[config.mk]
export PLATFORM = sky130hd
export DESIGN_NAME = xtal_osc_32k_ctrl
export DESIGN_NICKNAME = d
export VERILOG_FILES = /design/src/rtl/xtal_osc_32k_ctrl_pkg.sv /design/src/rtl/xtal_osc_32k_sync_edge.sv /design/src/rtl/xtal_osc_32k_ctrl.sv
export SDC_FILE = /design/constraint.sdc
export NUM_CORES = 1
export LEC_CHECK = 0
export CAP_MARGIN = 5
export CORE_MARGIN = 2
export CORE_UTILIZATION = 45
export DETAILED_ROUTE_END_ITERATION = 16
export SLEW_MARGIN = 20
export SYNTH_ARGS = -nofsm -noshare
export SYNTH_HDL_FRONTEND = slang
export SYNTH_SLANG_ARGS = --single-unit
[constraint.sdc]
create_clock -name clk -period 2.6 [get_ports clk]
set_input_delay 0.39 -clock clk [delete_from_list [all_inputs] [get_ports clk]]
set_output_delay 0.39 -clock clk [all_outputs]
set_load 0.01 [all_outputs]
[src/rtl/xtal_osc_32k_ctrl_pkg.sv]
// Shared types and default constants for the 32.768 kHz crystal oscillator
// startup sequencer / health monitor.
package xtal_osc_32k_ctrl_pkg;

  typedef enum logic [2:0] {
    ST_OFF    = 3'd0,
    ST_BOOST  = 3'd1,
    ST_SETTLE = 3'd2,
    ST_RUN    = 3'd3,
    ST_FAIL   = 3'd4,
    ST_DEAD   = 3'd5
  } xo_state_t;

  localparam int DEF_SYNC_STAGES = 2;
  localparam int DEF_CNT_W       = 24;
  localparam int DEF_BOOST_CYC   = 5000000;
  localparam int DEF_SETTLE_CYC  = 100000;
  localparam int DEF_EDGE_MIN    = 64;
  localparam int DEF_WDOG_CYC    = 1024;
  localparam int DEF_MAX_RETRY   = 3;

  // Width of the qualifying-edge counter used during SETTLE.
  localparam int EDGE_W = 16;

endpackage

[src/rtl/xtal_osc_32k_sync_edge.sv]
// Synchronizer (SYNC_STAGES flops) plus rising-edge detector for an
// asynchronous 1-bit input. The rise pulse is one clk cycle wide.
module xtal_osc_32k_sync_edge #(
  parameter int SYNC_STAGES = 2
) (
  input  logic clk,
  input  logic resetn,
  input  logic din,
  output logic rise
);

  logic [SYNC_STAGES-1:0] sync;
  logic                   sync_dly;

  // Shift the async input through the synchronizer, then delay one more cycle.
  always_ff @(posedge clk) begin
    if (!resetn) begin
      sync     <= '0;
      sync_dly <= 1'b0;
    end else begin
      sync     <= {sync[SYNC_STAGES-2:0], din};
      sync_dly <= sync[SYNC_STAGES-1];
    end
  end

  assign rise = sync[SYNC_STAGES-1] & ~sync_dly;

endmodule

[src/rtl/xtal_osc_32k_ctrl.sv]
// Startup sequencer and health monitor for the 32.768 kHz crystal oscillator.
// Sequence: OFF -> BOOST -> SETTLE -> RUN, with FAIL/retry and a sticky DEAD.
// Optional frequency monitor: define XTAL_OSC_32K_CTRL_FREQ_MON_EN to add
// freq_cnt/freq_vld (clk cycles between consecutive dout rises while in RUN).
module xtal_osc_32k_ctrl
  import xtal_osc_32k_ctrl_pkg::*;
#(
  parameter int SYNC_STAGES = DEF_SYNC_STAGES,
  parameter int CNT_W       = DEF_CNT_W,
  parameter int BOOST_CYC   = DEF_BOOST_CYC,
  parameter int SETTLE_CYC  = DEF_SETTLE_CYC,
  parameter int EDGE_MIN    = DEF_EDGE_MIN,
  parameter int WDOG_CYC    = DEF_WDOG_CYC,
  parameter int MAX_RETRY   = DEF_MAX_RETRY
) (
  input  logic        clk,
  input  logic        resetn,
  input  logic        req,
  input  logic        xo_dout,
  output logic        xo_ena,
  output logic        xo_boost,
  output logic        ready,
  output logic        fault,
  output logic [2:0]  retry_cnt
`ifdef XTAL_OSC_32K_CTRL_FREQ_MON_EN
  ,
  output logic [15:0] freq_cnt,
  output logic        freq_vld
`endif
);

  localparam longint CNT_SPAN = longint'(1) << CNT_W;

  // Reject parameter sets the timer or retry counter cannot represent.
  if ((SYNC_STAGES < 2) || (SYNC_STAGES > 4) ||
      (MAX_RETRY < 0) || (MAX_RETRY > 7) ||
      (EDGE_MIN < 1) || (EDGE_MIN >= (1 << EDGE_W)) ||
      (BOOST_CYC < 1) || (longint'(BOOST_CYC) >= CNT_SPAN) ||
      (SETTLE_CYC < 1) || (longint'(SETTLE_CYC) >= CNT_SPAN) ||
      (WDOG_CYC < 1) || (longint'(WDOG_CYC) >= CNT_SPAN)) begin : g_param_err
    $error("xtal_osc_32k_ctrl: illegal parameter set");
  end

  localparam logic [CNT_W-1:0]  BOOST_LAST  = CNT_W'(BOOST_CYC - 1);
  localparam logic [CNT_W-1:0]  SETTLE_LAST = CNT_W'(SETTLE_CYC - 1);
  localparam logic [CNT_W-1:0]  WDOG_LAST   = CNT_W'(WDOG_CYC - 1);
  localparam logic [EDGE_W-1:0] EDGE_CAP    = EDGE_W'(EDGE_MIN);
  localparam logic [EDGE_W-1:0] EDGE_LAST   = EDGE_W'(EDGE_MIN - 1);
  localparam logic [2:0]        RETRY_MAX   = 3'(MAX_RETRY);

  function automatic logic [EDGE_W-1:0] edge_sat_inc(input logic [EDGE_W-1:0] v);
    return (v >= EDGE_CAP) ? EDGE_CAP : v + EDGE_W'(1);
  endfunction

  xo_state_t         state, state_nxt;
  logic [CNT_W-1:0]  timer, timer_nxt;
  logic [EDGE_W-1:0] edge_cnt, edge_nxt;
  logic [2:0]        retry_nxt;
  logic              rise;

  xtal_osc_32k_sync_edge #(
    .SYNC_STAGES (SYNC_STAGES)
  ) u_sync_edge (
    .clk    (clk),
    .resetn (resetn),
    .din    (xo_dout),
    .rise   (rise)
  );

  // Next-state, timer, edge-counter and retry decisions; req low always wins.
  always_comb begin
    state_nxt = state;
    timer_nxt = timer;
    edge_nxt  = edge_cnt;
    retry_nxt = retry_cnt;
    if (!req) begin
      state_nxt = ST_OFF;
      timer_nxt = '0;
      edge_nxt  = '0;
      retry_nxt = '0;
    end else begin
      unique case (state)
        ST_OFF: begin
          state_nxt = ST_BOOST;
          timer_nxt = '0;
          edge_nxt  = '0;
        end
        ST_BOOST: begin
          if (timer == BOOST_LAST) begin
            state_nxt = ST_SETTLE;
            timer_nxt = '0;
            edge_nxt  = '0;
          end else begin
            timer_nxt = timer + CNT_W'(1);
          end
        end
        ST_SETTLE: begin
          if (rise) edge_nxt = edge_sat_inc(edge_cnt);
          // The qualifying edge takes priority over a coincident settle timeout.
          if (rise && (edge_cnt == EDGE_LAST)) begin
            state_nxt = ST_RUN;
            timer_nxt = '0;
          end else if (timer == SETTLE_LAST) begin
            state_nxt = ST_FAIL;
            timer_nxt = '0;
          end else begin
            timer_nxt = timer + CNT_W'(1);
          end
        end
        ST_RUN: begin
          if (rise) begin
            timer_nxt = '0;
          end else if (timer == WDOG_LAST) begin
            state_nxt = ST_FAIL;
            timer_nxt = '0;
          end else begin
            timer_nxt = timer + CNT_W'(1);
          end
        end
        ST_FAIL: begin
          // One cycle with ena low power-cycles the oscillator before a retry.
          if (retry_cnt < RETRY_MAX) begin
            retry_nxt = retry_cnt + 3'd1;
            state_nxt = ST_BOOST;
            timer_nxt = '0;
            edge_nxt  = '0;
          end else begin
            state_nxt = ST_DEAD;
          end
        end
        ST_DEAD: begin
          state_nxt = ST_DEAD;
        end
        default: begin
          state_nxt = ST_OFF;
          timer_nxt = '0;
          edge_nxt  = '0;
          retry_nxt = '0;
        end
      endcase
    end
  end

  // State, timer, edge counter and retry counter registers.
  always_ff @(posedge clk) begin
    if (!resetn) begin
      state     <= ST_OFF;
      timer     <= '0;
      edge_cnt  <= '0;
      retry_cnt <= '0;
    end else begin
      state     <= state_nxt;
      timer     <= timer_nxt;
      edge_cnt  <= edge_nxt;
      retry_cnt <= retry_nxt;
    end
  end

  // Registered outputs, decoded from the state being entered.
  always_ff @(posedge clk) begin
    if (!resetn) begin
      xo_ena   <= 1'b0;
      xo_boost <= 1'b0;
      ready    <= 1'b0;
      fault    <= 1'b0;
    end else begin
      xo_ena   <= (state_nxt == ST_BOOST) || (state_nxt == ST_SETTLE) ||
                  (state_nxt == ST_RUN);
      xo_boost <= (state_nxt == ST_BOOST);
      ready    <= (state_nxt == ST_RUN);
      fault    <= (state_nxt == ST_DEAD);
    end
  end

`ifdef XTAL_OSC_32K_CTRL_FREQ_MON_EN
  function automatic logic [15:0] per_sat_inc(input logic [15:0] v);
    return (v == 16'hFFFF) ? v : v + 16'd1;
  endfunction

  logic [15:0] per_cnt;

  // Period measurement between consecutive rises; cleared whenever not in RUN.
  always_ff @(posedge clk) begin
    if (!resetn) begin
      per_cnt  <= '0;
      freq_cnt <= '0;
      freq_vld <= 1'b0;
    end else if (state_nxt != ST_RUN) begin
      per_cnt  <= '0;
      freq_cnt <= '0;
      freq_vld <= 1'b0;
    end else if (state != ST_RUN) begin
      // Entry edge: the qualifying rise starts the first period.
      per_cnt  <= '0;
      freq_vld <= 1'b0;
    end else if (rise) begin
      freq_cnt <= per_sat_inc(per_cnt);
      freq_vld <= 1'b1;
      per_cnt  <= '0;
    end else begin
      per_cnt  <= per_sat_inc(per_cnt);
      freq_vld <= 1'b0;
    end
  end
`endif

endmodule

== Word-level counts from Yosys, hierarchy flattened ==
Index checks and enable logic that the tools add are counted.
Storage, ports and cells
  memories kept: 0
  register bits: 53
  bits in writable memories: 0
  bits in read-only memories: 0
  latch bits: 0
Operators by class
  multipliers: 0
  bitwise operators: 5
  equal/unequal tests: 16
  shift operators: 0
  mux-type cells: 22
  order comparisons: 2
  add/sub/neg operators: 3
  div/mod/pow operators: 0
  reduce and logical (&&, ||, !) cells: 10
Operator list (count)
  two-way mux 24 bit: 6
  case mux 24 bit (5 select lines): 1
  two-way mux 16 bit: 4
  case mux 16 bit (4 select lines): 1
  adder 24 x 1 -> 24 bit, second input constant: 1
  == test 24 x 10 -> 1 bit, second input constant: 1
  == test 24 x 17 -> 1 bit, second input constant: 1
  == test 24 x 23 -> 1 bit, second input constant: 1
  two-way mux 3 bit: 8
  case mux 3 bit (6 select lines): 1
  adder 16 x 1 -> 16 bit, second input constant: 1
  == test 16 x 6 -> 1 bit, second input constant: 1
  >= comparator 16 x 7 -> 1 bit, second input constant: 1
  == test 3 x 2 -> 1 bit, second input constant: 4
  == test 3 bit, second input constant: 3
  == test 3 x 1 -> 1 bit, second input constant: 2
  != test 2 bit, second input constant: 3
  case mux 3 bit (2 select lines): 1
  AND reduction 2 bit: 3
  OR reduction 5 bit: 1
  NOT 1 bit: 4
  AND reduction 4 bit: 1
  adder 3 x 1 -> 3 bit, second input constant: 1
  logical NOT 3 bit: 1
  5 further kinds: 6

== Longest topological paths before layout ==
  depth after elaboration: 9
  gate-level depth with buffers: 9

== By module ==
A second synthesis with hierarchy kept.
Second synthesis, totals
  cell total of the unflattened synthesis: 308
  area total of the unflattened synthesis: 2630.0 um^2
By module, submodules not included
  xtal_osc_32k_ctrl: cells an instance 301, sequential area each 1001.0 um^2, area each 2537.4 um^2, instances 1
  xtal_osc_32k_sync_edge: cells an instance 7, sequential area each 60.1 um^2, area each 92.6 um^2, instances 1

== Least setup slack after synthesis ==
OpenSTA, ideal clock, no wires.
  kind: flip-flop to flip-flop
  start: reg timer[0]
  end: reg edge_cnt[7]
  stages on the path, launching flop included: 9
  required time: 2485 ps
  period minus slack after synthesis: 2083 ps
  arrival time: 1968 ps
  slack: 517 ps
  buffers on the path: 1
  path through: dfxtp_1 ha_1 and4_1 and3_1 a31oi_1 or2_2 o21ai_2 buf_4 nor2_1
On the way
  cells in the longest elaborated chain, start to end: 3
Ends and longest elaborated chain
  from (decl): line xtal_osc_32k_ctrl.sv:56  | logic [CNT_W-1:0] timer, timer_nxt;
  from (signal assigned): line xtal_osc_32k_ctrl.sv:153  | timer <= timer_nxt;
  == test 24 x 23 -> 1 bit: line xtal_osc_32k_ctrl.sv:89  | if (timer == BOOST_LAST) begin
  != test 2 bit (no source line)
  AND reduction 4 bit (no source line)
  to (signal assigned): line xtal_osc_32k_ctrl.sv:154  | edge_cnt <= edge_nxt;
  to (decl): line xtal_osc_32k_ctrl.sv:57  | logic [EDGE_W-1:0] edge_cnt, edge_nxt;
No other way between the ends.
A chain may end at the register's enable or synchronous reset.

== Final worst setup path ==
  start: reg timer[0]
  end: reg edge_cnt[6]
Same word-level chain as after synthesis.

==> results by group <==
Yosys
  – Sequential share of the synthesized area: 0.4065
  – Top cells by area, synth: dfxtp_1 41%, nor2_1 6.6%, xnor2_1 4.7%
  – Post-synth top area share: 0.4065
  – Most frequent cells after synthesis: 53 x dfxtp_1, 46 x nor2_1, 25 x nand2_1
  – Syn nets: 318
  – Synthesized area per cell: 8.419 um2
  – Post-synth EDFFs: 0
  – Synth Flop Type: dfxtp_1
  – Area leader, netlist: dfxtp_1
  – Count leader, synth: dfxtp_1
  – Mapped Area: 0.002610 mm2
  – Distinct cells, synth: 47
  – Yosys warning total: 0
  – #FFs+latches synth: 53
  – Synth async-reset ratio: 0
  – Post-synthesis cell count: 310

Layout
  – Design Area, Final: 0.002903 mm2
  – Nets@finish: 336
  – Synth-to-layout area growth: 11.22%
  – Reg area: 0.001061 mm2
  – Layout Cells excl Fill: 400
  – Footprint of the multi-input gates: 0.001460 mm2
  – Fill count: 551
  – Layout cells sized above 1: 0.07927
  – Final Util: 0.5239
  – ANT cells: 0

Worst setup path
  – Setup crit end kind: register
  – Reg-to-reg setup timing slack: 0.36 ns
  – R2r startpoint: timer[0]
  – CP startpoint: timer[0]
  – Worst endpoint required time: 2.83 ns
  – Crit-path max FO: 10
  – Worst setup path end: edge_cnt[6]
  – Critical path type: register to register
  – Worst-case reg-to-reg path depth: 8
  – Reg-to-Reg End: edge_cnt[6]
  – Worst EP arrival: 2.47 ns
  – Critical path launch point type: register

Die
  – Die ar.: 0.006425 mm2
  – Die Height: 80.16 um
  – I/O pins: 11
  – Initial core utilization: 0.4711
  – Cell Rows: 27
  – Die Wd: 80.16 um
  – Core area: 0.005540 mm2

CTS
  – CTS Buf Count: 5
  – Max Root-Sink Buffers: 2
  – Post-CTS setup buffers: 0
  – Clk Latency, worst-skew pair: 0.31 ns
  – Cts hold-fix bufs: 0
  – Root Buffer: clkbuf_8
  – Sink Count: 53
  – Max H-tree Level: 2
  – CTS tree: done
  – Clock Pin Slew Worst Setup and Hold Paths: 0.09 ns
  – CTS resizes: 0

STA
  – Minimum clock period: 2.242 ns
  – Highest clock rate: 0.4461 GHz
  – RSZ-0062 raised after global routing: false
  – Period Utilization, post-route: 0.8623
  – Pins Over Slew Limit: 0
  – Setup TNS Final: 0 ns
  – Final setup vio count: 0
  – Fin worst setup slack: 0.3581 ns
  – Worst-margin pin slew: 0.8326 ns
  – Slew headroom: 0.4429
  – Layout Skew: 0.006157 ns
  – WHS: 0.4517 ns
  – Final Hold Fails: 0

Place
  – I/O Buffers: 10
  – Placed insts: 393
  – Placement Setup Slack: 0.3521 ns
  – Placed inst area: 0.002816 mm2
  – Routability Congestion: 0.8176
  – Final HPWL DP: 4152 um

Detailed routing
  – Vias/cell: 5.560
  – Drt initial violations: 131
  – WL/cell: 14.11 um
  – Total number of vias: 2224
  – # DRC: 0
  – DR pass1 iterations: 4
  – Routed wire length: 5642 um
  – Post-route ant nets: 0

Flow run
  – Max-cap violation count: 0

GRT
  – First-pass GRT wire length: 9756 um
  – Global route total overflow: 0
  – Initial antenna violation count: 0
  – Largest net degree at the start of global routing: 15
  – Total GRT Usage: 0.1932
  – Number of global-route vias before repair: 2053

Pwr
  – P_int: 1.048 mW
  – Net Sw Frac: 0.2183
  – Clk pwr share: 0.353
  – Sequential power share: 0.611
  – Maximum vdd drop: 0.2592 mV
  – Final Total Pwr: 1.341 mW
  – Comb pwr share: 0.036
  – Pwr per Cell Area: 461.9 mW/mm2
  – Psw: 292.7 uW
  – Leak pwr: 0.9077 nW

Min path
  – Worst hold path depth: 1
  – Hold WC Path Type: register to register

Run status
  – Status: finished, final reports clean
==> cells in the final DEF (no fill, tap or decap), types with 4 or more instances in the layout <==
cell type,synthesis,routed
dfxtp_1,53,53
nor2_1,46,46
nand2_1,25,25
nand3_1,18,18
inv_1,14,14
nand4_1,14,14
xnor2_1,14,14
nor4_1,13,13
a21oi_1,13,13
clkdlybuf4s50_1,0,10
xor2_1,9,9
and3_1,8,8
a31oi_1,8,8
nand2b_1,7,7
nor3_1,7,7
buf_4,1,7
clkbuf_8,0,6
and2_1,5,5
o22ai_1,5,5
ha_1,4,4
==> worst min path at each step <==
stage                                     end                start  slack, ns
after floorplan           u_sync_edge.sync[1]  u_sync_edge.sync[0]       0.41
after global placement    u_sync_edge.sync[1]  u_sync_edge.sync[0]       0.44
after detailed placement  u_sync_edge.sync[1]  u_sync_edge.sync[0]       0.43
after CTS                 u_sync_edge.sync[1]  u_sync_edge.sync[0]       0.46
after global routing      u_sync_edge.sync[1]  u_sync_edge.sync[0]       0.49
final                     u_sync_edge.sync[1]  u_sync_edge.sync[0]       0.45
==> power by group through the flow <==
stage,combinational [mW],sequential [mW],clock (mW)
floorplan,0.0279,0.839,0
global placement,0.0475,0.838,0
detailed placement,0.0478,0.839,0
CTS,0.0483,0.820,0.490
global route,0.0532,0.821,0.516
finish,0.0478,0.820,0.473
==> cell families (layout without fill, tap and decap cells) <==
kind of cell             Yosys count  count (layout)  synth area share
buffers and inverters             20              38           0.03404
multiplexers                       1               1          0.003835
flip-flops                        53              53            0.4065
adder cells (fa/ha/maj)            4               4           0.01918
XOR/XNOR                          23              23           0.07718
AND/OR/NAND/NOR                  167             167            0.3509
AO/OA/AOI/OAI                     42              42            0.1083
==> state kept, by name (all words and copies together) (netlist names) <==
| name | flops |
|---|---|
| state | 3 |
| fault | 1 |
| u_sync_edge.sync | 2 |
| retry_cnt | 3 |
| timer | 24 |
| xo_ena | 1 |
| ready | 1 |
| edge_cnt | 16 |
| u_sync_edge.sync_dly | 1 |
| xo_boost | 1 |
==> critical path: stages (launching register included) <==
cell and delay, ns:
dfxtp_1 0.41, ha_1 0.23, and4_1 0.30, and3_1 0.22, a31oi_1 0.12, buf_4 0.19, nor2_2 0.34, a21oi_1 0.12
a211oi_1 0.22
==> routing by layer <==
| metal | share of wire | GRT usage | vias up |
|---|---|---|---|
| met5 | 0 | 0 | - |
| met1 | 0.51 | 0.2657 | 1040 |
| met2 | 0.44 | 0.2942 | 30 |
| met4 | 0.016 | 0.05932 | 0 |
| met3 | 0.038 | 0.05281 | 10 |
| li1 | - | - | 1144 |
==> cell type report <==
class	count	share of cell area
clock buffer	7	0.02974
inverter	14	0.01810
multi-input combinational	237	0.5030
sequential	53	0.3655
tap	72	0.03103
timing repair buffer	17	0.05259
No activity file was read; power rests on OpenSTA's default activity.
